<file path="src/rtl/filtro_pkg.sv">
// Shared definitions for the sensor conditioning block: debounce FSM state
// encoding and the default persistence length.
package filtro_pkg;

  localparam logic ESTABLE   = 1'b0;
  localparam logic VALIDANDO = 1'b1;

  // 1 ms at 50 MHz
  localparam int DEB_CYCLES_DEF = 50000;

endpackage

</file>
<file path="src/rtl/filtro_sensores_antirrebote_canal.sv">
// One sensor channel: 2-flop synchronizer, persistence debounce FSM and, with
// FILTRO_SENSORES_LATCH_EN defined, a sticky output cleared by clr_i.
module antirrebote_canal
  import filtro_pkg::*;
#(
  parameter int DEB_CYCLES = DEB_CYCLES_DEF
) (
  input  logic clk_i,
  input  logic rst_ni,
  input  logic raw_i,
  input  logic clr_i,
  output logic nivel_o,
  output logic sube_o
);

  localparam int CNT_W = $clog2(DEB_CYCLES);
  localparam logic [CNT_W-1:0] CNT_MAX = CNT_W'(DEB_CYCLES - 1);

  logic             sync1_q, sync2_q;
  logic             estado_q, estado_d;
  logic [CNT_W-1:0] cnt_q, cnt_d;
  logic             nivel_q, nivel_d;
  logic             salida_q, salida_d;

  always_ff @(posedge clk_i or negedge rst_ni) begin
    if (!rst_ni) begin
      sync1_q  <= 1'b0;
      sync2_q  <= 1'b0;
      estado_q <= ESTABLE;
      cnt_q    <= '0;
      nivel_q  <= 1'b0;
      salida_q <= 1'b0;
    end else begin
      sync1_q  <= raw_i;
      sync2_q  <= sync1_q;
      estado_q <= estado_d;
      cnt_q    <= cnt_d;
      nivel_q  <= nivel_d;
      salida_q <= salida_d;
    end
  end

  // The counter is cleared on every exit from VALIDANDO, so it never passes CNT_MAX.
  always_comb begin
    estado_d = estado_q;
    cnt_d    = cnt_q;
    nivel_d  = nivel_q;
    case (estado_q)
      ESTABLE: begin
        if (sync2_q != nivel_q) begin
          estado_d = VALIDANDO;
          cnt_d    = CNT_W'(1);
        end
      end
      default: begin
        if (sync2_q == nivel_q) begin
          estado_d = ESTABLE;
          cnt_d    = '0;
        end else if (cnt_q == CNT_MAX) begin
          nivel_d  = ~nivel_q;
          estado_d = ESTABLE;
          cnt_d    = '0;
        end else begin
          cnt_d = cnt_q + 1'b1;
        end
      end
    endcase
  end

`ifdef FILTRO_SENSORES_LATCH_EN
  // A new qualified rise wins over a simultaneous acknowledge.
  always_comb begin
    salida_d = salida_q;
    if (nivel_d && !nivel_q) begin
      salida_d = 1'b1;
    end else if (clr_i && !nivel_q) begin
      salida_d = 1'b0;
    end
  end
`else
  logic clr_unused;
  assign clr_unused = clr_i;

  always_comb begin
    salida_d = nivel_d;
  end
`endif

  assign nivel_o = salida_q;
  assign sube_o  = salida_d & ~salida_q;

endmodule

</file>
<file path="src/rtl/filtro_sensores.sv">
// Conditions the smoke/temperature/overload lines for the alarm FSM and flags
// new qualified alarms on EVENTO. Optional sticky outputs: FILTRO_SENSORES_LATCH_EN.
module filtro_sensores
  import filtro_pkg::*;
#(
  parameter int DEB_CYCLES = DEB_CYCLES_DEF
) (
  input  logic CLK,
  input  logic RST_N,
  input  logic HUMO_RAW,
  input  logic TEMP_RAW,
  input  logic SOBRECARGA_RAW,
  input  logic CLR,
  output logic HUMO,
  output logic TEMP,
  output logic SOBRECARGA,
  output logic EVENTO
);

  logic [2:0] raw;
  logic [2:0] nivel;
  logic [2:0] sube;
  logic       evento_q;

  assign raw = {SOBRECARGA_RAW, TEMP_RAW, HUMO_RAW};

  for (genvar c = 0; c < 3; c++) begin : g_canal
    antirrebote_canal #(
      .DEB_CYCLES(DEB_CYCLES)
    ) u_canal (
      .clk_i  (CLK),
      .rst_ni (RST_N),
      .raw_i  (raw[c]),
      .clr_i  (CLR),
      .nivel_o(nivel[c]),
      .sube_o (sube[c])
    );
  end

  // Registered alongside the channel outputs so the pulse lines up with the rise.
  always_ff @(posedge CLK or negedge RST_N) begin
    if (!RST_N) begin
      evento_q <= 1'b0;
    end else begin
      evento_q <= |sube;
    end
  end

  assign HUMO       = nivel[0];
  assign TEMP       = nivel[1];
  assign SOBRECARGA = nivel[2];
  assign EVENTO     = evento_q;

endmodule

</file>
<file path="config.mk">
export PLATFORM = sky130hd
export DESIGN_NAME = filtro_sensores
export DESIGN_NICKNAME = d
export VERILOG_FILES = /design/src/rtl/filtro_pkg.sv /design/src/rtl/filtro_sensores_antirrebote_canal.sv /design/src/rtl/filtro_sensores.sv
export SDC_FILE = /design/constraint.sdc
export NUM_CORES = 1
export LEC_CHECK = 0
export ABC_AREA = 1
export CAP_MARGIN = 15
export CORE_MARGIN = 3
export CORE_UTILIZATION = 37
export CTS_BUF_LIST = sky130_fd_sc_hd__clkbuf_16
export CTS_CLUSTER_DIAMETER = 60
export DETAILED_ROUTE_END_ITERATION = 8
export PLACE_DENSITY = 0.57
export SLEW_MARGIN = 15
export SYNTH_ARGS = -nofsm -noshare
export SYNTH_HDL_FRONTEND = slang
export SYNTH_SLANG_ARGS = --single-unit
</file>
<file path="constraint.sdc">
create_clock -name CLK -period 1.42 [get_ports CLK]
set_input_delay 0.284 -clock CLK [delete_from_list [all_inputs] [get_ports CLK]]
set_output_delay 0.284 -clock CLK [all_outputs]
set_load 0.02 [all_outputs]
</file>
==> key figures <==
Die
  • Num rows: 34
  • Ports: 10
  • Die X: just over 100 um
  • Die ar.: 0.01074 mm^2
  • Die Y: about 100 um
  • Starting Density: a little under 40%
  • Area of the core: 0.008976 mm^2

Timing
  • Worst slew pin tran: 0.3475 ns
  • Setup-failing EPs final: 1
  • RSZ-0062 raised after global routing: true
  • Fmax: 702.4 MHz
  • Crit path time final: between 1 and 1.5 ns
  • Setup ws final: -0.003790 ns
  • Endpoints failing hold: 0
  • Total negative slack: -0.003790 ns
  • Max-slew violations: 0
  • Rel. slew slack: 76.65%
  • Clock Skews: 0.01145 ns
  • Tcrit/Tclk final: 100.3%

Job
  • Max cap viols: 0

Global routing
  • Gr usage total: 16.16%
  • Vias in the first global route: 3171
  • First-pass GRT wire length: 14390 um
  • Initial antenna violation count: 0
  • Largest net degree at the start of global routing: 49
  • Total grt overflow: 0

Synthesis
  • Register area share after synthesis: 43.28%
  • Count leader, synth: nand2_1
  • Cell Area, Synth: 0.003527 mm^2
  • EDFF count, synth: 0
  • Commonest cells post-synth: 130 x nand2_1, 61 x dfrtp_1, 56 x nor2_1
  • Largest cells by area after synthesis: dfrtp_1 43%, nand2_1 14%, nand3_1 6.0%, nor2_1 6.0%, inv_1 5.9%
  • Unique masters post-synth: 32
  • Async S/R FF share, synth: 100.0%
  • Synthesis warning total: 0
  • Synth Flop Type: dfrtp_1
  • Syn nets: between 400 and 500
  • Flop and latch count out of synthesis: 61
  • Syn Inst Count: 473
  • Yosys top cell area share: between 40% and 50%
  • Average size of a mapped cell: about 7.5 um^2
  • Cell accounting for the most synthesized area: dfrtp_1

CTS
  • CTS root buf: clkbuf_16
  • Worst-path clk slew: 0.05 ns
  • CTS tree: built
  • Clock Path Buffers: 2
  • Htree depth: 3
  • CTS buffer count: 9
  • Sink Count: 61
  • Clk_lat worst skew: approximately 0.33 ns

Power
  • Pint: 3.626 mW
  • Share of power burned in the clock network: 53.0%
  • Seq pwr share: 39.4%
  • Leakage: 2.077 nW
  • Pwr dens: 992.4 mW/mm^2
  • Comb pwr share: 7.5%
  • Switching power: 1.006 mW
  • Peak supply drop: 0.5925 mV
  • Switching share of power: 21.72%

Layout
  • Multi-input logic area: ~0.0020 mm^2
  • Final instance area: between 0.004 and 0.005 mm^2
  • Area Growth Syn to Fin: 32.35%
  • Area occupied by registers: 0.001531 mm^2
  • Share of layout cells above drive strength 1: 26.47%
  • Inserted Diodes: 0
  • # fillers: 853
  • Layout Nets: ~550
  • Final std cells w/o fill: 670

Status
  • Status: finished, violations left
  • Failing checks: setup timing

Worst hold path
  • Hold Crit Class: in -> async

Route
  • Final ANT Viol Nets: 0
  • Total Wirelength: 8639 um
  • Post-DR wirelength/cell: between 10 and 15 um
  • Total number of vias: 3352
  • DRC viols: 0
  • Vias per std cell: 5.003
  • Initial DRC Count: 222
  • Detailed Routing Iterations Pass 1: 4

Placed design
  • DP Cell Count: roughly 640
  • Port Buf Inserts: 8
  • Dpl ws: -0.06357 ns
  • GPL Wtd Cong: around 0.87
  • Dpl cell area: 0.004018 mm^2
  • Final HPWL DP: 5786 um

Critical path
  • Critical Setup Path Class: reg -> reg
  • Reg2Reg Depth: 10
  • Worst EP required: 1.62 ns
  • Cell Chain, Critical Path: ha_2 -> nand2_4 -> nor2_4 -> inv_2 -> nor2_2 -> nand2_2 -> nand2_4 -> inv_6 -> nand3_2 -> nand2_1
  • Reg-to-reg critical path endpoint: g_canal[1].u_canal.cnt_q[8]
  • Most frequent CP cell: nand2_4
  • CP max stage delay: 0.35 ns
  • Startpoint Class: flip-flop
  • Reg-to-reg critical path startpoint: g_canal[1].u_canal.cnt_q[0]
  • CP max-delay cell: dfrtp_1
  • CP arrival: 1.63 ns
  • Crit Path Max Fanout: 6
  • FF-to-FF setup slack: -0.004 ns
  • Crit. End Element: flip-flop
[how the worst max path moves through the flow]
stage                                    to  depth (start not counted)  slack (ns)                   startpoint
2_1_floorplan  g_canal[1].u_canal.cnt_q[13]                         10        0.06  g_canal[1].u_canal.cnt_q[0]
3_3_place_gp   g_canal[1].u_canal.cnt_q[13]                         10       -0.02  g_canal[1].u_canal.cnt_q[0]
3_5_place_dp   g_canal[1].u_canal.cnt_q[13]                         10       -0.06  g_canal[1].u_canal.cnt_q[0]
4_1_cts         g_canal[1].u_canal.cnt_q[8]                         10       -0.02  g_canal[1].u_canal.cnt_q[1]
5_1_grt         g_canal[1].u_canal.cnt_q[8]                         10       -0.11  g_canal[1].u_canal.cnt_q[0]
6_report        g_canal[1].u_canal.cnt_q[8]                         10      -0.004  g_canal[1].u_canal.cnt_q[0]
[flip-flops by register name (all words and copies together), names as in the netlist]
name                      count
g_canal.u_canal.cnt_q        48
g_canal.u_canal.estado_q      3
g_canal.u_canal.nivel_q       3
g_canal.u_canal.sync1_q       3
g_canal.u_canal.sync2_q       3
EVENTO                        1
[placed cells by master (no fill, tap or decap), types with 3 or more instances in the layout]
cell and n:
o21bai_1 6, nand3_4 3, xnor2_1 4, o21ai_0 22, nand2_2 13, nor2_1 44, buf_4 40, dfrtp_1 57
xor2_1 10, clkbuf_16 9, o22ai_1 10, dfrtp_2 4, clkdlybuf4s50_1 3, clkinv_1 3, inv_1 44, dlygate4sd2_1 4
nor3_1 6, nand3_1 32, nand2_4 5, nand2_1 125, nand4_1 13, a21oi_1 6, nand3_2 10, nor2_2 14
o21ai_1 6, bufinv_16 3, inv_2 14, nor2_4 12
[kinds of logic (layout without fill, tap and decap cells)]
group / after synthesis / after routing / share of synthesized area, %
simple gates: 278 / 280 / 36.54
buf+inv: 63 / 132 / 6.882
flops: 61 / 61 / 43.28
compound gates: 54 / 54 / 8.762
xor+xnor: 14 / 14 / 3.476
fa+ha+maj: 3 / 3 / 1.064
[critical path: cells and delay by family (launching register included)]
family / cells / cell delay, ns
and+or+nand+nor: 7 / 0.61
adders and majority gates: 1 / 0.21
buffers and inverters: 2 / 0.12
DFF: 1 / 0.35
[power groups by stage]
stage	Sequential, mW	Clock, mW	Combinational, mW
global route	1.83	2.59	0.388
CTS	1.81	2.52	0.320
detailed placement	1.84	0	0.294
finish	1.83	2.46	0.350
floorplan	1.85	0	0.130
global placement	1.84	0	0.286
[metrics by stage]
stage	hold slack (ns)	util [%]	total power, mW
after floorplan	-0.01159	-	1.979
after global placement	0.1473	44.76	2.128
after detailed placement	0.1419	44.76	2.138
after CTS	0.3414	49.50	4.657
after global routing	0.3517	52.01	4.812
final	0.3380	52.01	4.633
[layout make-up]
cell class | instances | area share [%]
clock inverter | 7 | 2.251
timing repair buffer | 53 | 9.488
tap | 126 | 3.377
inverter | 62 | 5.360
sequential | 61 | 32.81
clock buffer | 9 | 4.824
multi-input combinational | 351 | 41.79
timing repair inverter | 1 | 0.1072
[layer usage]
metal  up-vias  part of all wire, %  GRT usage (%)
met5         -                    0              0
li1       1671                    -              -
met2        70                   47          25.84
met4         0                 0.89          5.413
met1      1603                   48          21.13
met3         8                  4.0          4.602
[repair_timing]
action	CTS	global route
endpoints found under the hold margin	5	0
pin swaps	8	24
resized for setup	17	56
gates cloned	2	1
setup endpoints to repair	22	43
setup buffers	4	9
hold buffers	1	0
(Power assumes the default switching activity.)
